==> src/rtl/calc_pkg.sv <==
// Shared key codes, operator encodings and the keypad position map.
package calc_pkg;

    typedef enum logic [4:0] {
        K0     = 5'd0,  K1 = 5'd1, K2 = 5'd2, K3 = 5'd3, K4 = 5'd4,
        K5     = 5'd5,  K6 = 5'd6, K7 = 5'd7, K8 = 5'd8, K9 = 5'd9,
        K_ADD  = 5'd10,
        K_SUB  = 5'd11,
        K_MUL  = 5'd12,
        K_EQ   = 5'd13,
        K_CLR  = 5'd14,
        K_NOP  = 5'd15,   // the unused (r3,c3) position: a real key with no action
        K_NONE = 5'd16,
        K_MULTI= 5'd17
    } key_code_t;

    localparam logic [2:0] OP_NONE = 3'b000;
    localparam logic [2:0] OP_ADD  = 3'b001;
    localparam logic [2:0] OP_SUB  = 3'b010;
    localparam logic [2:0] OP_MUL  = 3'b100;

    // Physical (row,col) to key code.
    function automatic key_code_t key_map(input logic [1:0] row, input logic [1:0] col);
        key_code_t k;
        case ({row, col})
            4'd0:    k = K1;
            4'd1:    k = K2;
            4'd2:    k = K3;
            4'd3:    k = K_ADD;
            4'd4:    k = K4;
            4'd5:    k = K5;
            4'd6:    k = K6;
            4'd7:    k = K_SUB;
            4'd8:    k = K7;
            4'd9:    k = K8;
            4'd10:   k = K9;
            4'd11:   k = K_MUL;
            4'd12:   k = K_CLR;
            4'd13:   k = K0;
            4'd14:   k = K_EQ;
            default: k = K_NOP;
        endcase
        return k;
    endfunction

    // True for a single-key scan result; NONE and MULTI both count as "no key".
    function automatic logic is_key(input key_code_t k);
        return k < K_NONE;
    endfunction

endpackage

==> src/rtl/keypad_scanner.sv <==
// Column scanner: drives one column at a time, synchronises the rows and
// folds the four column samples into one key_code_t per full scan.
module keypad_scanner
    import calc_pkg::*;
#(
    parameter int SCAN_DIV = 1000
) (
    input  logic       clk,
    input  logic       RST,
    input  logic [3:0] row_in,
    output logic [3:0] col_out,
    output logic       scan_done,
    output key_code_t  scan_code
);

    localparam int DW = ($clog2(SCAN_DIV) < 1) ? 1 : $clog2(SCAN_DIV);

    logic [DW-1:0] div_cnt;
    logic [1:0]    col_idx;
    logic [3:0]    row_s1, row_s2;
    logic [1:0]    acc_hits;   // keys seen so far this scan, saturating at 2
    key_code_t     acc_code;
    logic          sample;
    logic [2:0]    pop;
    logic [1:0]    row_sel;
    logic [2:0]    hit_sum;
    logic [1:0]    cur_hits;
    key_code_t     cur_code;

    assign sample    = (div_cnt == DW'(SCAN_DIV - 1));
    assign col_out   = 4'b0001 << col_idx;
    assign scan_done = sample && (col_idx == 2'd3);

    // Two-flop synchroniser for the asynchronous row inputs.
    always_ff @(posedge clk) begin
        if (RST) begin
            row_s1 <= '0;
            row_s2 <= '0;
        end else begin
            row_s1 <= row_in;
            row_s2 <= row_s1;
        end
    end

    // Column dwell counter; the column advances after its last (sampling) cycle.
    always_ff @(posedge clk) begin
        if (RST) begin
            div_cnt <= '0;
            col_idx <= '0;
        end else if (sample) begin
            div_cnt <= '0;
            col_idx <= col_idx + 2'd1;
        end else begin
            div_cnt <= div_cnt + DW'(1);
        end
    end

    // Merge this column's rows into the running scan result.
    always_comb begin
        pop     = '0;
        row_sel = '0;
        for (int r = 0; r < 4; r++) begin
            if (row_s2[r]) begin
                pop     = pop + 3'd1;
                row_sel = 2'(r);
            end
        end
        hit_sum  = {1'b0, acc_hits} + pop;
        cur_hits = (hit_sum >= 3'd2) ? 2'd2 : hit_sum[1:0];
        cur_code = (pop == 3'd1) ? key_map(row_sel, col_idx) : acc_code;
        if (cur_hits == 2'd0)      scan_code = K_NONE;
        else if (cur_hits == 2'd1) scan_code = cur_code;
        else                       scan_code = K_MULTI;
    end

    // Per-scan accumulator, cleared when the column-3 sample completes a scan.
    always_ff @(posedge clk) begin
        if (RST || scan_done) begin
            acc_hits <= '0;
            acc_code <= K_NONE;
        end else if (sample) begin
            acc_hits <= cur_hits;
            acc_code <= cur_code;
        end
    end

endmodule

==> src/rtl/keypad_ctrl.sv <==
// Keypad front end: debounce FSM over full-scan results, key decode into
// digit/operator/equal/clear strobes, and the post-equal operator hold timer.
module keypad_ctrl
    import calc_pkg::*;
#(
    parameter int SCAN_DIV       = 1000,
    parameter int DEBOUNCE_SCANS = 4,
    parameter int OP_HOLD        = 2
) (
    input  logic       clk,
    input  logic       RST,
    input  logic [3:0] row_in,
    output logic [3:0] col_out,
    output logic [3:0] keypad_input,
    output logic       read_input,
    output logic [2:0] operator_input,
    output logic       equal_input,
    output logic       clear_input
);

    localparam int CW = ($clog2(DEBOUNCE_SCANS + 1) < 1) ? 1 : $clog2(DEBOUNCE_SCANS + 1);
    localparam int HW = ($clog2(OP_HOLD + 1) < 1) ? 1 : $clog2(OP_HOLD + 1);

    typedef enum logic [1:0] {IDLE, DEBNC, PRESSED, RELEASE} state_t;

    state_t        state, state_nx;
    key_code_t     cand, cand_nx;
    logic [CW-1:0] cnt, cnt_nx;
    logic          emit;
    logic          scan_done;
    key_code_t     scan_code;
    logic          hold_pend;
    logic [HW-1:0] hold_cnt;

    keypad_scanner #(.SCAN_DIV(SCAN_DIV)) u_scan (
        .clk       (clk),
        .RST       (RST),
        .row_in    (row_in),
        .col_out   (col_out),
        .scan_done (scan_done),
        .scan_code (scan_code)
    );

    // Debounce state register.
    always_ff @(posedge clk) begin
        if (RST) begin
            state <= IDLE;
            cand  <= K_NONE;
            cnt   <= '0;
        end else begin
            state <= state_nx;
            cand  <= cand_nx;
            cnt   <= cnt_nx;
        end
    end

    // Debounce next-state: steps once per completed scan; emit marks acceptance.
    always_comb begin
        state_nx = state;
        cand_nx  = cand;
        cnt_nx   = cnt;
        emit     = 1'b0;
        if (scan_done) begin
            case (state)
                IDLE: if (is_key(scan_code)) begin
                    cand_nx = scan_code;
                    cnt_nx  = CW'(1);
                    if (DEBOUNCE_SCANS <= 1) begin
                        state_nx = PRESSED;
                        emit     = 1'b1;
                    end else begin
                        state_nx = DEBNC;
                    end
                end
                DEBNC: if (scan_code == cand) begin
                    cnt_nx = cnt + CW'(1);
                    if (cnt_nx >= CW'(DEBOUNCE_SCANS)) begin
                        state_nx = PRESSED;
                        emit     = 1'b1;
                    end
                end else begin
                    state_nx = IDLE;
                end
                PRESSED: if (!is_key(scan_code)) begin
                    state_nx = RELEASE;
                    cnt_nx   = CW'(1);
                end
                RELEASE: if (!is_key(scan_code)) begin
                    cnt_nx = cnt + CW'(1);
                    if (cnt_nx >= CW'(DEBOUNCE_SCANS)) state_nx = IDLE;
                end else begin
                    state_nx = PRESSED;
                    cnt_nx   = '0;
                end
                default: state_nx = IDLE;
            endcase
        end
    end

    // Key decode, one-cycle strobes and the operator latch with its hold timer.
    // The hold counter lets operator_input survive OP_HOLD cycles past the
    // equal pulse so the consumer can still sample it, then drops to none.
    always_ff @(posedge clk) begin
        if (RST) begin
            keypad_input   <= '0;
            read_input     <= 1'b0;
            operator_input <= OP_NONE;
            equal_input    <= 1'b0;
            clear_input    <= 1'b0;
            hold_pend      <= 1'b0;
            hold_cnt       <= '0;
        end else begin
            read_input  <= 1'b0;
            equal_input <= 1'b0;
            clear_input <= 1'b0;
            if (hold_pend) begin
                if (hold_cnt == '0) begin
                    operator_input <= OP_NONE;
                    hold_pend      <= 1'b0;
                end else begin
                    hold_cnt <= hold_cnt - HW'(1);
                end
            end
            if (emit) begin
                if (cand_nx <= K9) begin
                    keypad_input <= 4'(cand_nx);
                    read_input   <= 1'b1;
                end else begin
                    case (cand_nx)
                        K_ADD: begin operator_input <= OP_ADD; hold_pend <= 1'b0; end
                        K_SUB: begin operator_input <= OP_SUB; hold_pend <= 1'b0; end
                        K_MUL: begin operator_input <= OP_MUL; hold_pend <= 1'b0; end
                        K_EQ: if (operator_input != OP_NONE) begin
                            equal_input <= 1'b1;
                            hold_pend   <= 1'b1;
                            hold_cnt    <= HW'(OP_HOLD);
                        end
                        K_CLR: begin
                            clear_input    <= 1'b1;
                            operator_input <= OP_NONE;
                            hold_pend      <= 1'b0;
                        end
                        default: ;
                    endcase
                end
            end
        end
    end

endmodule

==> config.mk <==
export PLATFORM = sky130hd
export DESIGN_NAME = keypad_ctrl
export DESIGN_NICKNAME = d
export VERILOG_FILES = /design/src/rtl/calc_pkg.sv /design/src/rtl/keypad_scanner.sv /design/src/rtl/keypad_ctrl.sv
export SDC_FILE = /design/constraint.sdc
export NUM_CORES = 1
export LEC_CHECK = 0
export CORE_MARGIN = 2
export CORE_UTILIZATION = 56
export CTS_BUF_LIST = sky130_fd_sc_hd__clkbuf_4 sky130_fd_sc_hd__clkbuf_8
export DETAILED_ROUTE_END_ITERATION = 10
export DONT_BUFFER_PORTS = 1
export PLACE_DENSITY_LB_ADDON = 0.08
export SLEW_MARGIN = 30
export SYNTH_ARGS = -nofsm -noshare
export SYNTH_HDL_FRONTEND = slang
export SYNTH_SLANG_ARGS = --single-unit
export TNS_END_PERCENT = 30
==> constraint.sdc <==
create_clock -name clk -period 15.3 [get_ports clk]
set_input_delay 2.295 -clock clk [delete_from_list [all_inputs] [get_ports clk]]
set_output_delay 2.295 -clock clk [all_outputs]
set_load 0.02 [all_outputs]
Yosys cells after proc, flatten, opt, wreduce, memory -nomap -nowiden --
Memories as Yosys holds them, arrays and structs flattened. Cells that the tools add are included.
Operators by class: $lt $le $gt $ge 4, reductions and logical operators 14, bitwise gates (word level) 2, eq/ne operators 18, multiplexer cells 50, shift operators 1, add/sub/neg operators 8
Operator list (count):
- 3-bit two-way mux | 11
- 2-bit two-way mux | 15
- 5-bit two-way mux | 6
- 5-bit by 4-bit == test with 1-bit output, second input constant | 5
- 3-bit one-hot mux with 4 select lines | 2
- 1-bit two-way mux | 14
- 10-bit by 1-bit adder with 10-bit output, second input constant | 1
- 10-bit == test, second input constant | 1
- 3-bit by 1-bit adder with 3-bit output, second input constant | 3
- 2-bit one-hot mux with 4 select lines | 1
- 4-bit OR reduction | 2
- 2-bit == test, second input constant | 3
- 2-bit zero test | 3
- 2-bit != test, second input constant | 3
- 3-bit != test, second input constant | 2
- 5-bit == test | 1
- 5-bit by 4-bit less-or-equal comparator with 1-bit output, second input constant | 1
- 5-bit < comparator, second input constant | 1
- 5-bit AND reduction | 1
- 2-bit by 1-bit == test with 1-bit output, second input constant | 2
- 4-bit AND reduction | 1
- 2-bit OR reduction | 2
- 1-bit by 2-bit left shift with 4-bit output, first input constant | 1
- 2-bit by 3-bit adder with 3-bit output | 1
- other kinds (13) | 14
Word-level totals: bits in read-only memories 64, logic and storage cells 114, output and inout bits 14, memories kept 1, register bits after elaboration 50, input port bits 6
Memory list:
- (no name shown) | words 16, bits a word 4, read ports 1, clocked after Yosys merged registers in 0, write ports 0, line calc_pkg.sv:25 | case ({row, col})

Longest topological paths before layout --
depth after elaboration 22, gate-level depth with buffers 23, depth with buffers taken out 22

Modules after synthesis --
Synthesis repeated with hierarchy kept, for this count alone.
Second synthesis, totals: cell total of the unflattened synthesis 305, area, all modules 2815.2 sq um
By module, submodules not included:
- keypad_scanner | instances 1, seq. area each 540.5 sq um, cells an instance 168, area an instance 1580.3 sq um
- keypad_ctrl | instances 1, seq. area each 460.4 sq um, cells an instance 137, area an instance 1234.9 sq um

Worst setup path before layout --
OpenSTA, ideal clock, no wires.
path type reg2reg, start point register u_scan.row_s2[1], end point register keypad_input[0], stages on the path, launching flop included 22, arrival 4839 ps, setup slack 10338 ps, cell sequence dfxtp_1 inv_1 ha_1 buf_1 xor2_1 ha_1 nand2b_1 o31ai_4 inv_2 fa_1 xor3_1 nor3_4 and2_1 clkbuf_1 inv_1 ha_1 nor2b_1 mux2i_1 or2_1 a2111oi_2 nand3_2 mux2_1
Between the ends: cells in the longest elaborated chain, start to end 17, elaborated cells between the ends (all ways) 28, those cells by class add/sub (3); order compare (3); eq/ne (3); mux (16); reduce/logical (2); memory (1)
RTL lines:
- start: declaration | line keypad_scanner.sv:20 | logic [3:0] row_s1, row_s2;
- start signal: assignment | line keypad_scanner.sv:41 | row_s2 <= row_s1;
- 3-bit two-way mux | line keypad_scanner.sv:63 | if (row_s2[r]) begin
- 3-bit by 1-bit adder with 3-bit output | line keypad_scanner.sv:64 | pop = pop + 3'd1;
- 3-bit two-way mux | line keypad_scanner.sv:63
- 3-bit by 1-bit adder with 3-bit output | line keypad_scanner.sv:64
- 3-bit two-way mux | line keypad_scanner.sv:63
- 2-bit by 3-bit adder with 3-bit output | line keypad_scanner.sv:68 | hit_sum = {1'b0, acc_hits} + pop;
- 3-bit by 2-bit >= comparator with 1-bit output | line keypad_scanner.sv:69 | cur_hits = (hit_sum >= 3'd2) ? 2'd2 : hit_sum[1:0];
- 2-bit two-way mux | line keypad_scanner.sv:69
- 2-bit by 1-bit == test with 1-bit output | line keypad_scanner.sv:72 | else if (cur_hits == 2'd1) scan_code = cur_code;
- 5-bit two-way mux | line keypad_scanner.sv:72
- 5-bit two-way mux (*) | line keypad_scanner.sv:71 | if (cur_hits == 2'd0) scan_code = K_NONE;
- 5-bit < comparator | line calc_pkg.sv:48 | return k < K_NONE;
- 5-bit two-way mux | line keypad_ctrl.sv:65 | IDLE: if (is_key(scan_code)) begin
- 5-bit two-way mux | line keypad_ctrl.sv:64 | case (state)
- 5-bit two-way mux | line keypad_ctrl.sv:63 | if (scan_done) begin
- 5-bit by 4-bit less-or-equal comparator with 1-bit output | line keypad_ctrl.sv:125 | if (cand_nx <= K9) begin
- 2-bit AND reduction (no line)
- end signal: assignment | line keypad_ctrl.sv:126 | keypad_input <= 4'(cand_nx);
- end: declaration | line keypad_ctrl.sv:14 | output logic [3:0] keypad_input,
Mark *: on every way between the ends. The rest lies on a longest branch, timed or not. A chain may end at the register's enable or synchronous reset.

Worst setup path in the final report --
start point register u_scan.row_s2[1], end point register operator_input[1]
Between the ends: cells in the longest elaborated chain, start to end 19, elaborated cells between the ends (all ways) 34, those cells by class add/sub (3); order compare (3); eq/ne (7); mux (19); reduce/logical (1); memory (1)
RTL lines:
- 3-bit two-way mux | line keypad_scanner.sv:63
- 3-bit by 1-bit adder with 3-bit output | line keypad_scanner.sv:64
- 3-bit two-way mux | line keypad_scanner.sv:63
- 3-bit by 1-bit adder with 3-bit output | line keypad_scanner.sv:64
- 3-bit two-way mux | line keypad_scanner.sv:63
- 2-bit by 3-bit adder with 3-bit output | line keypad_scanner.sv:68
- 3-bit by 2-bit >= comparator with 1-bit output | line keypad_scanner.sv:69
- 2-bit two-way mux | line keypad_scanner.sv:69
- [3 not listed]
- 5-bit < comparator | line calc_pkg.sv:48
- 5-bit two-way mux | line keypad_ctrl.sv:65
- 5-bit two-way mux | line keypad_ctrl.sv:64
- 5-bit two-way mux | line keypad_ctrl.sv:63
- 5-bit by 4-bit == test with 1-bit output | line keypad_ctrl.sv:129 | case (cand_nx)
- 3-bit one-hot mux with 4 select lines | line keypad_ctrl.sv:129
- 3-bit two-way mux | line keypad_ctrl.sv:125
- 3-bit two-way mux (*) | line keypad_ctrl.sv:124 | if (emit) begin
- end signal: assignment | line keypad_ctrl.sv:130 | K_ADD: begin operator_input <= OP_ADD; hold_pend <= 1'b0; end
- end signal: assignment | line keypad_ctrl.sv:131 | K_SUB: begin operator_input <= OP_SUB; hold_pend <= 1'b0; end
- end signal: assignment | line keypad_ctrl.sv:132 | K_MUL: begin operator_input <= OP_MUL; hold_pend <= 1'b0; end
- end: declaration | line keypad_ctrl.sv:16 | output logic [2:0] operator_input,
Marked as above.

==> results.json <==
{
  "drc": 0,
  "first_pass_iters": 4,
  "synthTopCellsByCount": "dfxtp_1 (50), nor2_1 (34), nand2_1 (21), nor2b_1 (16), inv_1 (13)",
  "vias": 2126,
  "hold_start": "u_scan.row_s1[3]",
  "outcome": "finished clean",
  "clk_pin_slew_ns": 0.08,
  "postCtsSetupBuffers": 0,
  "worst_pin_slew_ns": 0.554,
  "cts_resized": 0,
  "r2r_end": "operator_input[1]",
  "clockRootBuffer": "clkbuf_8",
  "grt.total_usage_pct": 21.3,
  "dieArea_um2": 5470,
  "hold_depth": 1,
  "drtIter0Drc": 116,
  "cts_buffers": 5,
  "cts_tree": "done",
  "rows": 25,
  "synth_top_cell_area_share_pct": 36.5,
  "setup_tns_ns": 0,
  "ys_warn_count": 0,
  "arrival_ns": 5.59,
  "ys_ff_latch": 50,
  "vias_per_cell": 5.68,
  "io_pins": 20,
  "powerDensity_nw_per_um2": 85.3,
  "path_max_fanout": 10,
  "cp_slowest_cell": "xor3_1",
  "rsz0062_at_grt": "no",
  "end_kind": "flop",
  "netlist_instances": 309,
  "finalCriticalPeriod_ns": 5.40,
  "finalSetupViolCount": 0,
  "seq_area_frac_synth_pct": 36.5,
  "synth_fp_nets": 328,
  "post-route-util_pct": 61.2,
  "r2r_cells": 21,
  "start_util_pct": 58.0,
  "post-route-period-util_pct": 35.3,
  "rrSetupSlack_ns": 9.90,
  "syn_area_um2": 2740,
  "drv_cap": 0,
  "numPortBuffers": 0,
  "grt_pass1_wl_um": 9200,
  "peakVddDrop_mv": 0.0631,
  "clock-sinks": 50,
  "synth_top_family_by_area": "simple AND/OR/NAND/NOR gates",
  "synthAdderAreaFrac_pct": 6.21,
  "synth_top_area_cell": "dfxtp_1",
  "core_area_um2": 4720,
  "syn2layout_area_growth_pct": 5.62,
  "maxSlewHeadroom_pct": 62.7,
  "drive_gt1_share_pct": 7.49,
  "cts_max_level": 2,
  "drtAntennaViolNets": 0,
  "synth_compound_area_share_pct": 16.0,
  "synth_xor_area_share_pct": 5.98,
  "nFillCells": 429,
  "timing.fmax_ghz": 0.185,
  "antenna_found_initial": 0,
  "synthMuxAreaShare_pct": 4.25,
  "hold-worst-slack_ns": 0.446,
  "grt_pass1_vias": 2062,
  "diodes": 0,
  "hold_buffers": 0,
  "yosys.area_share.simple_pct": 27.0,
  "worstSetupPathType": "reg2reg",
  "max_stage_delay_ns": 0.45,
  "die_h_um": 73.9,
  "synth_flop_cell": "dfxtp_1",
  "cp-start-kind": "flop",
  "yosysMostFrequentCell": "dfxtp_1",
  "synthArstFlopShare_pct": 0,
  "timing.rr.start": "u_scan.row_s2[1]",
  "clk_latency_ns": 0.30,
  "skew_ns": 0.00658,
  "layout.nets": 325,
  "dp.final_hpwl_um": 3860,
  "drt_wl_total_um": 5360,
  "hold-path-endpoint": "u_scan.row_s2[3]",
  "hold_violations": 0,
  "gp_congestion": 0.833,
  "grt_max_degree": 34,
  "syn_area_per_cell_um2": 8.86,
  "synth_edf_count": 0,
  "maxSlewViolCount": 0,
  "overflow": 0,
  "p_leak_uw": 0.00110,
  "hp-class": "reg2reg",
  "synth.area.top_cells": "dfxtp_1 (37%), ha_1 (5.5%), nor2_1 (4.7%), nor2b_1 (3.7%), nand2_1 (2.9%)",
  "final_cell_area_um2": 2890,
  "wl_per_cell_um": 14.3,
  "placed_area_um2": 2780,
  "crit_chain": "inv_1 > ha_1 > xor2_1 > ha_1 > nand2b_1 > o31ai_4 > inv_2 > fa_1 > xor3_1 > nor3_4 > and2_1 > inv_1 > ha_1 > nor4b_1 > and2_1 > o2111a_1 > nor3_1 > nor3b_1 > o221ai_1 > nand4b_1 > o21ai_0",
  "cp.required_ns": 15.49,
  "clockBufferDepth": 2,
  "ys_types": 67,
  "fp.dieW_um": 73.9,
  "cpMostUsedCell": "ha_1"
}
## how the worst max path moves through the flow
stage                     startpoint  depth (start not counted)                 to
floorplan           u_scan.row_s2[1]                         21    keypad_input[0]
global placement    u_scan.row_s2[1]                         21  operator_input[1]
detailed placement  u_scan.row_s2[1]                         21  operator_input[1]
CTS                 u_scan.row_s2[1]                         21  operator_input[1]
global route        u_scan.row_s2[1]                         21  operator_input[1]
finish              u_scan.row_s2[1]                         21  operator_input[1]
## registers in the layout, indices dropped and copies added (netlist names)
signal and cells:
operator_input 3, hold_pend 1, u_scan.acc_hits 2, read_input 1
equal_input 1, u_scan.acc_code 5, u_scan.row_s2 4, u_scan.col_idx 2
cnt 3, clear_input 1, keypad_input 4, hold_cnt 2
state 2, u_scan.div_cnt 10, u_scan.row_s1 4, cand 5
## layer usage
metal  part of all wire (%)  GRT usage [%]  vias up
met5                      0              0        -
li1                       -              -     1083
met1                     49           28.0     1003
met4                    1.5           7.68        0
met2                     47           35.0       32
met3                    2.9           4.20        8
## layout make-up
type	count	area, um2	share of cell area [%]
Clock buffer	7	83.8	2.90
Clock inverter	1	30.0	1.04
Multi-Input combinational cell	233	1630	56.4
Timing Repair Buffer	1	7.51	0.260
Inverter	15	56.3	1.95
Tap cell	67	83.8	2.90
Sequential cell	50	1000	34.6
## metrics by stage
stage               power, uW  worst slack (ns)  std cells
finish                    247              9.90        374
floorplan                 153             10.34        309
CTS                       249              9.87        374
global route              255              9.36        374
global placement          154             10.06        366
detailed placement        155              9.91        366
## where the power goes
| part | switching (uW) | internal [uW] | leakage (uW) |
|---|---|---|---|
| combinational | 11.5 | 7.50 | 0.000634 |
| sequential | 1.68 | 132 | 0.000405 |
| clock | 41.9 | 52.5 | 0.0000593 |
| total | 55.0 | 192 | 0.00110 |
## kinds of logic after synthesis
family / Yosys count
buf+inv: 26
simple gates: 133
fa+ha+maj: 13
compound gates: 59
mux: 11
xor+xnor: 17
flops: 50
## critical path, delay by kind of cell, from the launching register on
family                   cells  cell delay [ns]
AO/OA/AOI/OAI                4             0.67
XOR/XNOR                     2             0.73
flip-flops                   1             0.41
AND/OR/NAND/NOR              8             1.89
buffers and inverters        3             0.27
adder cells (fa/ha/maj)      4             1.32
## cells in the final DEF, fill, tap and decap left out, drive strengths merged, types with 3 or more instances in the layout
master,n
o21ai,10
and2,3
nor2b,17
nand4,3
inv,15
mux2,5
mux2i,6
nor3b,5
nand4b,3
nand3,12
nand2b,8
or2,4
nor4b,4
nand2,21
a31oi,5
xor2,7
a21oi,11
a22oi,5
dfxtp,50
nor2,34
and3,3
nor3,7
o31ai,6
xnor2,9
ha,12
clkbuf,7
Power figures use the tool's default switching activity.
==> patch 1 (same flow settings) <==
Set the parameter `OP_HOLD` to 4 (it was 2).
--- a/src/rtl/keypad_ctrl.sv
+++ b/src/rtl/keypad_ctrl.sv
@@ -5,7 +5,7 @@
 #(
     parameter int SCAN_DIV       = 1000,
     parameter int DEBOUNCE_SCANS = 4,
-    parameter int OP_HOLD        = 2
+    parameter int OP_HOLD        = 4
 ) (
     input  logic       clk,
     input  logic       RST,
Formal check against the unedited RTL: no difference found for any inputs over 10 cycles, from zero or initial values and one cycle with RST high; that may be too few to reach the edited logic, so the function may still have changed.
==> patch 1 against the unedited design <==
- total power fell by 5.4%
- area after synthesis rose by 8.4%
- routed wire length rose by 9.6%
- sequential cell count rose by 1
- count of clock-buffer cells in the layout shrank 1
- design area up 6.2%
- setup slack improved by 0.25 ns
- via count up 12%
==> patch 1: results (changes against the unedited design) <==
CP max FO=6 (-4); post-synthesis mux area share=3.50% (-0.75 points); sequential share of the synthesized area=34.4% (-2.1 points); Synth Net Count=365 (+11%); Leakage=1.15 nW (+4.8%); Avg WL per Cell=14.4 um (+0.69%); global-route usage over all layers=21.4% (+0.048 points); layout cells sized above 1=8.31% (+0.82 points); Worst Path Arrival=5.32 ns (-0.27 ns); status=completed; Crit path largest cell delay=0.58 ns (+0.13 ns); reg2reg path depth=17 (-19%); Worst Hold End=u_scan.row_s2[2]; port buffer count=0 (unchanged); placer congestion estimate=0.865 (+3.8%); Placed Area=3000 um2 (+7.8%); nets=360 (+11%); HPWL Detailed=4450 um (+15%); first-pass GRT wire length=10300 um (+12%); Worst R2R Setup Slack=10.15 ns (+0.25 ns); Syn Inst Count=343 (+11%); VDD IR max=0.0000503 V (-20%); DR vias/cell=5.85 (+2.9%); Worst path slowest cell=or4b_4; HP Start=u_scan.row_s1[2]; via count=2380 (+12%); vias in the first global route=2262 (+9.7%); largest net degree at the start of global routing=33 (-2.9%); adder-cell share of the synthesized area=7.00% (+0.79 points); Synth area leaders=dfxtp_1 34%, ha_1 6.3%, nand2_1 3.9%; dpl cells=401 (+9.6%)
patch 1: final cells by class:
type / instances / area [um2]
Timing Repair Buffer: 1 / 7.51
Fill cell: 476 / 2030
Multi-Input combinational cell: 253 / 1780
Inverter: 26 / 97.6
Clock buffer: 6 / 76.3
Sequential cell: 51 / 1020
Tap cell: 70 / 87.6
patch 1: power by group:
| part | switching [mW] | leakage, nW | internal (mW) | total (mW) |
|---|---|---|---|---|
| logic | 0.0143 | 0.697 | 0.00916 | 0.0235 |
| registers | 0.00173 | 0.413 | 0.134 | 0.136 |
| clock network | 0.0415 | 0.0406 | 0.0324 | 0.0739 |
| total | 0.0575 | 1.15 | 0.176 | 0.233 |
patch 1: routing by layer:
metal  vias up  share of wire [%]  GRT usage, %
met5         -                  0             0
met4         0                1.5          7.09
met3         8                2.7          4.24
met2        28                 46          35.2
met1      1129                 49          28.1
li1       1215                  -             -
==> patch 2 (config.mk and constraints unchanged) <==
Made on the original files. Put one more register stage on the output `equal_input`, without a reset. The value now appears one clock later. The other outputs are not delayed to match.
--- a/src/rtl/keypad_ctrl.sv
+++ b/src/rtl/keypad_ctrl.sv
@@ -22,6 +22,8 @@
     localparam int HW = ($clog2(OP_HOLD + 1) < 1) ? 1 : $clog2(OP_HOLD + 1);
 
     typedef enum logic [1:0] {IDLE, DEBNC, PRESSED, RELEASE} state_t;
+
+    logic equal_input_s0;
 
     state_t        state, state_nx;
     key_code_t     cand, cand_nx;
@@ -105,13 +107,13 @@
             keypad_input   <= '0;
             read_input     <= 1'b0;
             operator_input <= OP_NONE;
-            equal_input    <= 1'b0;
+            equal_input_s0 <= 1'b0;
             clear_input    <= 1'b0;
             hold_pend      <= 1'b0;
             hold_cnt       <= '0;
         end else begin
             read_input  <= 1'b0;
-            equal_input <= 1'b0;
+            equal_input_s0 <= 1'b0;
             clear_input <= 1'b0;
             if (hold_pend) begin
                 if (hold_cnt == '0) begin
@@ -131,7 +133,7 @@
                         K_SUB: begin operator_input <= OP_SUB; hold_pend <= 1'b0; end
                         K_MUL: begin operator_input <= OP_MUL; hold_pend <= 1'b0; end
                         K_EQ: if (operator_input != OP_NONE) begin
-                            equal_input <= 1'b1;
+                            equal_input_s0 <= 1'b1;
                             hold_pend   <= 1'b1;
                             hold_cnt    <= HW'(OP_HOLD);
                         end
@@ -147,5 +149,9 @@
         end
     end
 
+    always_ff @(posedge clk) begin
+        equal_input <= equal_input_s0;
+    end
+
 endmodule
 
Check against the original RTL: no difference found for any inputs over 10 cycles, from zero or initial values and one cycle with RST high; that may be too few to reach the edited logic, so the function may still have changed.
==> patch 2 against the unedited design <==
- sequential cell count rose by 1
- total power fell by 2.7%
- global-route usage fell by 0.74 points
- first-iteration DRC count fell by 38%
- routed wire length fell by 0.56%
- setup slack improved by 0.66 ns
- design area rose by 2.9%
- area after synthesis rose by 4.4%
==> patch 2: results (changes against the unedited design) <==
buffer count from post-CTS setup fixing=0 (unchanged); met1 wire length=2610 um (-0.38%); r2r startpoint=u_scan.row_s2[1]; Worst path slowest cell=and3_1; HP Start=equal_input_s0; DR vias/cell=5.63 (-1.0%); HPWL Detailed=4010 um (+3.9%); Iter 0 DRT Violations=72 (-38%); Crit path largest cell delay=0.51 ns (+0.06 ns); vias in the first global route=1969 (-4.5%); Routed WL=5330 um (-0.56%); nets=320 (-1.5%); TritonRoute pass-1 iters=4 (unchanged); WL met2=2500 um (about the same); CP max FO=10 (unchanged); fillcell total=477 (+11%); pre-CTS WS=10.57 ns (+0.665 ns); highest routed layer=met4; status=completed; Synth area leaders=dfxtp_1 36%, ha_1 5.2%, nor2_1 5.1%; clk root buf=clkbuf_8; largest net degree at the start of global routing=37 (+8.8%); Worst Hold End=equal_input; initial antenna violation count=0 (unchanged); reg2reg path depth=13 (-38%); Leakage=1.15 nW (+5.1%); synth unique cells=67 (unchanged); CTS Buf Count=5 (unchanged); Worst-path clk slew=0.09 ns; placer congestion estimate=0.791 (-5.0%); skew final=0.00927 ns (+0.00269 ns); Placed Area=2890 um2 (+4.0%); VDD IR max=0.0000453 V (-28%); Relative slew margins=53.6% (-9.1 points); list of most frequent post-synthesis cells=51 x dfxtp_1, 39 x nor2_1, 18 x nor2b_1; clk buf depth=2 (unchanged); layout cells sized above 1=11.6% (+4.1 points); sequential share of the synthesized area=35.7% (-0.85 points); hold slack=0.333 ns (-0.112 ns); WHS Path Cells=0 (-1); yosys warns=0 (unchanged); first-pass GRT wire length=9080 um (-1.3%); port buffer count=0 (unchanged); CTS resizes=0 (unchanged); met3 routed WL=143 um (-9.5%); Ant. Diodes=0 (unchanged); Hold Crit Class=reg -> reg; r2r endpoint=keypad_input[1]; multi-input logic area=1730 um2 (+6.0%); Worst Path Arrival=4.94 ns (-0.65 ns); Async SR Flop Fraction=0% (unchanged); Psw=0.0604 mW (+9.6%); worst skew pair latency=0.30 ns (about the same); global-route usage over all layers=20.6% (-0.74 points)
-- patch 2: changes by cell type after synthesis, moves of 4 or more --
cell / unedited run / this run
o31ai_1: 5 / 1
mux2_1: 4 / 0
nand2_1: 21 / 16
o21ai_0: 10 / 6
mux2_4: 0 / 4
nor2_1: 34 / 39
-- patch 2: worst max path at each step --
stage	cells past startpoint	start	endpoint	slack (ns)
after floorplan	14	u_scan.row_s2[1]	keypad_input[0]	11.15
after global placement	13	u_scan.row_s2[1]	keypad_input[2]	10.77
after detailed placement	13	u_scan.row_s2[1]	keypad_input[1]	10.57
after CTS	13	u_scan.row_s2[1]	keypad_input[1]	10.55
after global routing	13	u_scan.row_s2[1]	keypad_input[1]	10.21
final	13	u_scan.row_s2[1]	keypad_input[1]	10.56
-- patch 2: logic make-up (layout without fill, tap and decap cells) --
kind of cell	Yosys count	in the layout	synth area share, %
fa+ha+maj	13	13	5.95
compound gates	60	60	17.5
flops	51	51	35.7
simple gates	127	127	25.3
buf+inv	25	22	3.89
xor+xnor	15	15	5.34
mux	14	14	6.34
-- patch 2: layout make-up --
cell class                 instances  area share, %
clock buffer                       7           2.82
multi-input combinational        229           58.0
clock inverter                     1          0.168
inverter                          14           1.76
tap                               70           2.94
sequential                        51           34.3
-- patch 2: power by group through the flow --
stage	Combinational [mW]	Clock (mW)	Sequential (mW)
after global placement	0.0255	0	0.139
final	0.0260	0.0780	0.136
after global routing	0.0291	0.0844	0.136
after floorplan	0.0252	0	0.138
after detailed placement	0.0259	0	0.139
after CTS	0.0262	0.0802	0.136
-- patch 2: per-layer routing --
| layer | GRT usage [%] | up-vias |
|---|---|---|
| met5 | 0 | - |
| met4 | 7.02 | 0 |
| met3 | 3.97 | 6 |
| met2 | 33.1 | 28 |
| met1 | 27.8 | 976 |
| li1 | - | 1083 |
-- patch 2: stage by stage --
step,power [mW],instances
after floorplan,0.163,305
final,0.240,372
after global routing,0.250,372
after global placement,0.165,364
after detailed placement,0.165,364
after CTS,0.242,372
-- patch 2: critical path, delay by kind of cell, from the launching register on --
| kind | cells | cell delay (ns) |
|---|---|---|
| fa+ha+maj | 4 | 1.45 |
| xor+xnor | 2 | 0.72 |
| simple gates | 2 | 0.67 |
| compound gates | 2 | 0.66 |
| mux | 2 | 0.63 |
| flops | 1 | 0.42 |
| buf+inv | 1 | 0.08 |
